### config.mk
export PLATFORM = sky130hd
export DESIGN_NAME = drum_sample_sequencer
export DESIGN_NICKNAME = d
export VERILOG_FILES = /design/src/rtl/drum_pkg.sv /design/src/rtl/node_to_audio_sat.sv /design/src/rtl/drum_sample_sequencer.sv
export SDC_FILE = /design/constraint.sdc
export NUM_CORES = 1
export LEC_CHECK = 0
export CAP_MARGIN = 0
export CORE_MARGIN = 3
export CORE_UTILIZATION = 58
export DETAILED_ROUTE_END_ITERATION = 16
export DONT_BUFFER_PORTS = 1
export PLACE_DENSITY_LB_ADDON = 0.12
export SLEW_MARGIN = 15
export SYNTH_ARGS = -nofsm -noshare
export SYNTH_HDL_FRONTEND = slang
export SYNTH_HIERARCHICAL = 1
export SYNTH_SLANG_ARGS = --single-unit
### constraint.sdc
create_clock -name clk -period 2.1 [get_ports clk]
set_clock_uncertainty 0.2 [all_clocks]
set_input_delay 0.42 -clock clk [delete_from_list [all_inputs] [get_ports clk]]
set_output_delay 0.42 -clock clk [all_outputs]
set_load 0.01 [all_outputs]
### src/rtl/drum_pkg.sv
// Shared types and fixed widths for the drum-mesh sample sequencer.
package drum_pkg;
  typedef enum logic [2:0] {
    S_IDLE,
    S_SHOOT,
    S_SETTLE,
    S_CAPTURE,
    S_PUSH
  } state_t;

  localparam int NODE_W     = 18;
  localparam int AUDIO_W    = 16;
  localparam int FRAC_SHIFT = 2;
endpackage

### src/rtl/node_to_audio_sat.sv
// Converts a signed 1.17 node value to signed 1.15 audio with gain and clamping.
module node_to_audio_sat #(
  parameter int NODE_W  = 18,
  parameter int AUDIO_W = 16
) (
  input  logic signed [NODE_W-1:0]  node,
  input  logic        [2:0]         gain_shift,
  output logic signed [AUDIO_W-1:0] audio
);
  import drum_pkg::*;

  // Eight guard bits cover the largest gain shift without overflow.
  localparam int EXT_W = NODE_W + 8;
  localparam logic signed [EXT_W-1:0] AUDIO_MAX = EXT_W'((2 ** (AUDIO_W - 1)) - 1);
  localparam logic signed [EXT_W-1:0] AUDIO_MIN = -AUDIO_MAX - EXT_W'(1);

  function automatic logic signed [AUDIO_W-1:0] sat_audio(input logic signed [EXT_W-1:0] v);
    if (v > AUDIO_MAX)      return AUDIO_MAX[AUDIO_W-1:0];
    else if (v < AUDIO_MIN) return AUDIO_MIN[AUDIO_W-1:0];
    else                    return v[AUDIO_W-1:0];
  endfunction

  logic signed [EXT_W-1:0] ext;
  logic signed [EXT_W-1:0] scaled;

  always_comb begin
    ext    = EXT_W'(node);
    scaled = (ext <<< gain_shift) >>> FRAC_SHIFT;
    audio  = sat_audio(scaled);
  end
endmodule

### src/rtl/drum_sample_sequencer.sv
// Per-sample timing master: fires the column solvers, waits for them to settle,
// captures the centre node and hands a saturated audio sample downstream.
module drum_sample_sequencer #(
  parameter int CLK_PER_SAMPLE = 1042,
  parameter int SETTLE_CYCLES  = 64,
  parameter int NODE_W         = 18,
  parameter int AUDIO_W        = 16
) (
  input  logic                      clk,
  input  logic                      rst_n,
  input  logic                      enable,
  input  logic        [2:0]         gain_shift,
  input  logic signed [NODE_W-1:0]  output_node,
  output logic                      shoot,
  output logic signed [AUDIO_W-1:0] audio_data,
  output logic                      audio_valid,
  input  logic                      audio_ready,
  output logic        [15:0]        sample_count,
  output logic        [15:0]        overrun_count
);
  import drum_pkg::*;

  localparam int TICK_W = $clog2(CLK_PER_SAMPLE);
  localparam int SET_W  = $clog2(SETTLE_CYCLES + 1);
  localparam logic [TICK_W-1:0] TICK_LAST   = TICK_W'(CLK_PER_SAMPLE - 1);
  localparam logic [SET_W-1:0]  SETTLE_LAST = SET_W'(SETTLE_CYCLES - 1);

  state_t                    state;
  logic [TICK_W-1:0]         tick_cnt;
  logic [SET_W-1:0]          settle_cnt;
  logic                      tick;
  logic [15:0]               overrun_nxt;
  logic signed [AUDIO_W-1:0] sat_sample;

  assign tick = (tick_cnt == TICK_LAST);

  node_to_audio_sat #(
    .NODE_W (NODE_W),
    .AUDIO_W(AUDIO_W)
  ) u_sat (
    .node      (output_node),
    .gain_shift(gain_shift),
    .audio     (sat_sample)
  );

  // Any tick that cannot start a timestep is lost, including the handshake cycle.
  always_comb begin
    overrun_nxt = overrun_count;
    if (tick && (state != S_IDLE) && (overrun_count != 16'hFFFF))
      overrun_nxt = overrun_count + 16'd1;
  end

  always_ff @(posedge clk) begin
    if (!rst_n) begin
      state         <= S_IDLE;
      tick_cnt      <= '0;
      settle_cnt    <= '0;
      shoot         <= 1'b0;
      audio_valid   <= 1'b0;
      audio_data    <= '0;
      sample_count  <= '0;
      overrun_count <= '0;
    end else begin
      tick_cnt      <= tick ? '0 : tick_cnt + 1'b1;
      overrun_count <= overrun_nxt;
      shoot         <= 1'b0;
      case (state)
        S_IDLE: begin
          if (tick && enable) begin
            shoot <= 1'b1;
            state <= S_SHOOT;
          end
        end
        S_SHOOT: begin
          settle_cnt <= '0;
          state      <= S_SETTLE;
        end
        S_SETTLE: begin
          settle_cnt <= settle_cnt + 1'b1;
          if (settle_cnt == SETTLE_LAST) state <= S_CAPTURE;
        end
        S_CAPTURE: begin
          audio_data  <= sat_sample;
          audio_valid <= 1'b1;
          state       <= S_PUSH;
        end
        S_PUSH: begin
          // Stalling here freezes the solvers: no new shoot until accepted.
          if (audio_ready) begin
            audio_valid  <= 1'b0;
            sample_count <= sample_count + 16'd1;
            state        <= S_IDLE;
          end
        end
        default: state <= S_IDLE;
      endcase
    end
  end
endmodule

==> impl.org <==
** Clock tree
- For this design, the sink count on the clock tree is 71.
- CTS built an H-tree with a depth of 3.
- TritonCTS built the clock tree.
- Maximum buffer depth of the clock tree :: 2
- After clock tree synthesis, the clock-pin slew on the worst setup and hold paths is 0.08 ns.
- Buffers inserted during clock tree synthesis total 9.
- At the later pin of the worst-skew pair, clock insertion delay measures 0.35 ns.
- Root buffer selected by CTS :: sky130_fd_sc_hd__clkbuf_8

** Logic synthesis
- Synth Flop Type :: sky130_fd_sc_hd__dfxtp_1
- The commonest cells after synthesis are sky130_fd_sc_hd__nand2_1 (72), sky130_fd_sc_hd__dfxtp_1 (71), sky130_fd_sc_hd__nor2_1 (55).
- The number of different library cells used by synthesis comes to 66.
- Synthesis inferred 71 register bits.
- The synthesized design spends more area on one cell type than any other, namely sky130_fd_sc_hd__dfxtp_1.
- Mux contribution to synthesized area :: 0.08553
- The cell count after synthesis came out at 492.
- The number of nets in the synthesized netlist is 522.
- Mapped Area :: 4038 um2
- The complex-gate fraction of the synthesized area was 0.1720.
- By area, the combinational part of the netlist is dominated by simple AND/OR/NAND/NOR gates.
- Adder-cell area share of the yosys netlist :: 0.01549
- Cell with the most instances after synthesis :: sky130_fd_sc_hd__nand2_1
- Of all flip-flops after synthesis, the portion carrying an async set or reset was 0.
- Yosys Warn Count :: 6
- The share of the Yosys chip area taken by registers is 0.3520.
- Share of the synthesized netlist area taken by xor and xnor gates :: 0.07158
- Cell types occupying the most area after synthesis :: sky130_fd_sc_hd__dfxtp_1 (35%), sky130_fd_sc_hd__nand2_1 (6.7%), sky130_fd_sc_hd__mux2i_1 (5.2%)
- Simple-gate share of the synthesized area :: 0.2594
- Post-synthesis average cell area :: 8.207 um2
- Yosys mapped a number of flops with a built-in enable equal to 0.
- The share of synthesized area in the top cell type comes to 0.3520.

** Cells and area
- Non-filler cells in the finished layout :: 607
- Ratio of cells with drive above 1 in the final layout :: 0.2000
- The final layout contains 555 nets.
- The number of antenna diodes in the final layout is 0.
- At the end of the flow the core is filled with cells to 0.7057.
- Filler instances :: 552
- Area growth, synth to finish :: 14.16%

** Global route
- Most crowded layer after global routing :: met2
- The via count of the first global-routing pass is 3,245.
- Maximum number of pins on one net before global-route repair :: 34
- In the global route stage, met3 resource usage came out at 0.07281.
- The first global-routing pass estimated 14,880 um of wire.
- For this run, global-route usage on met1 was measured as 0.3032.
- Met2 demand-to-capacity share in global routing :: 0.3758
- GR Overflow Total :: 0
- Initial antenna violation count :: 0
- GR Util All Layers :: 0.2331

** Detailed routing
- The first detailed-routing pass took 4 iterations.
- Iter 0 DRT Violations :: 144
- Dividing the detail-routed wire length by the instance count gives 14.97 um.
- Routed wire length :: 9087 um
- DRC violation count after routing :: 0
- Detailed-route via count :: 3,521
- Once detail routing completed, the nets flagged for antenna violations numbered 0.
- Post-detailed-route via-to-cell ratio :: 5.801

** STA
- Final worst slack :: -0.08938 ns
- The count of final max-slew check failures was 0.
- In the finished design, the share of the clock period the worst path needs comes to 1.043.
- In the final timing run, aggregate negative setup slack is -0.5935 ns.
- Based on the critical path, the design can be clocked at up to 456.8 MHz.
- Number of endpoints with negative hold slack in the final report :: 0
- Unrepaired setup endpoints after global routing :: yes
- Measured against its own limit, the worst slew margin works out to 0.7307.
- For the finished layout, the period the worst path requires is 2.189 ns.
- Setup violations remaining at the end of the flow were counted as 13.
- For the pin with the worst max-slew slack, the measured transition is 0.4008 ns.

** Flow run
- The tool flagged a number of max-cap violations equal to 0.

** Power
- IR analysis of the VDD net gives a maximum drop of 638.3 uV.
- Summed over all cells, the static leakage comes to 1.759 nW.
- P per Cell Area :: 565.3 nW/um2
- Total power for the finished layout comes to 2.606 mW.

** Worst setup path
- Cells along the critical path :: or4b_4 -> nor4b_4 -> buf_4 -> o21ai_2 -> or4_1 -> a21oi_1
- Data required time of the worst path :: 2.18 ns
- Kind of end point of the critical path :: register
- Stage delay of the slowest cell on the critical path :: 0.55 ns
- Arrival time worst endpoint :: 2.27 ns
- The critical path in this run is classified as register to register.
- Among cell families on the critical path, the largest total delay comes from simple AND/OR/NAND/NOR gates.
- Buf+Inv Stages, Crit Path :: 1
- Crit-path slowest cell :: sky130_fd_sc_hd__or4b_4
- Crit Path Max Fanout :: 2
- STA classifies the critical path startpoint as a register.

** Status
- Violated checks :: setup timing
- Run status :: complete, but fails checks

** Die
- Std cell rows :: 29
- Die span in x :: 89.44 um
- Core Region :: 6531 um2
- The floorplan step defined a die boundary enclosing 7999 um2.
- The die is 89.44 um tall.
- Count of pins on the block boundary :: 75
- For this configuration, the core starts out at a cell density of 0.6182.

** Place
- Routability-driven placement finished with a final weighted congestion of 0.9190.
- Number of placed instances with taps included :: 585
- Port buffering added 0 buffers.
- HPWL reported at the end of detailed placement :: 6641 um

** Hold path
- Hold crit path type :: primary input to register
stage by stage:
step / hold slack, ns / area (um2) / setup slack [ns]
after floorplan: 0.2451 / 4056 / -0.07207
after global placement: 0.2852 / 4333 / -0.05943
after detailed placement: 0.2959 / 4333 / -0.1038
after CTS: 0.0002446 / 4551 / -0.09397
after global routing: 0.01757 / 4609 / -0.1936
final: 0.03023 / 4609 / -0.08938
kinds of logic (layout without fill, tap and decap cells):
logic type      count (synthesis)  after routing
simple gates                  208            208
compound gates                107            107
flops                          71             71
buf+inv                        36             74
xor+xnor                       33             33
mux                            32             32
fa+ha+maj                       5              5
power by group:
part	internal, mW	switching (mW)	total [mW]	leakage, nW
clock network	0.435	0.535	0.970	0.0870
logic	0.139	0.144	0.283	1.10
registers	1.35	0.00272	1.35	0.573
total	1.92	0.682	2.61	1.76
sequential cells by signal, indices dropped and copies added (netlist names):
name,count
audio_valid,1
shoot,1
overrun_count,16
sample_count,16
settle_cnt,7
tick_cnt,11
state,3
audio_data,16
routing by layer:
layer  wire length (um)  part of all wire  vias to the layer above
li1                   -                 -                     1798
met1               4140              0.46                     1648
met2               4321              0.48                       69
met3                558             0.061                        6
met4                 66            0.0073                        0
met5                  0                 0                        -
layout make-up:
cell class	instances	area (um2)	share of cell area
Sequential cell	71	1424	0.3089
Inverter	8	30.03	0.006515
Multi-Input combinational cell	385	2485	0.5391
Tap cell	77	96.34	0.02090
Clock buffer	10	127.6	0.02769
Clock inverter	6	43.79	0.009501
Timing Repair Buffer	50	402.9	0.08740
path summary, 6_finish.rpt:
path / slack, ns / to / cells past startpoint / from
min: 0.03 / state[1]$_SDFFE_PN0P_ / 2 / rst_n
min reg2reg: 0.30 / audio_data[14]$_SDFFE_PN0P_ / 2 / audio_data[14]$_SDFFE_PN0P_
max reg2reg: -0.09 / overrun_count[7]$_SDFFE_PN0P_ / 6 / tick_cnt[9]$_SDFF_PP0_
max: -0.09 / overrun_count[7]$_SDFFE_PN0P_ / 6 / tick_cnt[9]$_SDFF_PP0_
layout by cell type, fill, tap and decap left out, types with 6 or more instances in the layout:
master and instances:
sky130_fd_sc_hd__nand2b_1 6, sky130_fd_sc_hd__nand3_1 17, sky130_fd_sc_hd__dfxtp_1 69, sky130_fd_sc_hd__mux2_2 10
sky130_fd_sc_hd__xnor2_1 11, sky130_fd_sc_hd__clkbuf_8 9, sky130_fd_sc_hd__and4_1 7, sky130_fd_sc_hd__a21oi_1 40
sky130_fd_sc_hd__mux2i_1 21, sky130_fd_sc_hd__and3_1 10, sky130_fd_sc_hd__o21ai_0 23, sky130_fd_sc_hd__xor2_1 22
sky130_fd_sc_hd__nor2_1 55, sky130_fd_sc_hd__nand2_1 72, sky130_fd_sc_hd__inv_1 8, sky130_fd_sc_hd__buf_4 44
sky130_fd_sc_hd__o21ai_2 11
timing repair:
| action | in CTS | in global routing |
|---|---|---|
| pin swaps | 3 | 3 |
| resized for setup | 1 | 10 |
| buffers inserted | 3 | 0 |
| setup endpoints to repair | 8 | 18 |
| hold buffers | 2 | 1 |
| endpoints found under the hold margin | 2 | 1 |
Power figures use the tool's default switching activity.
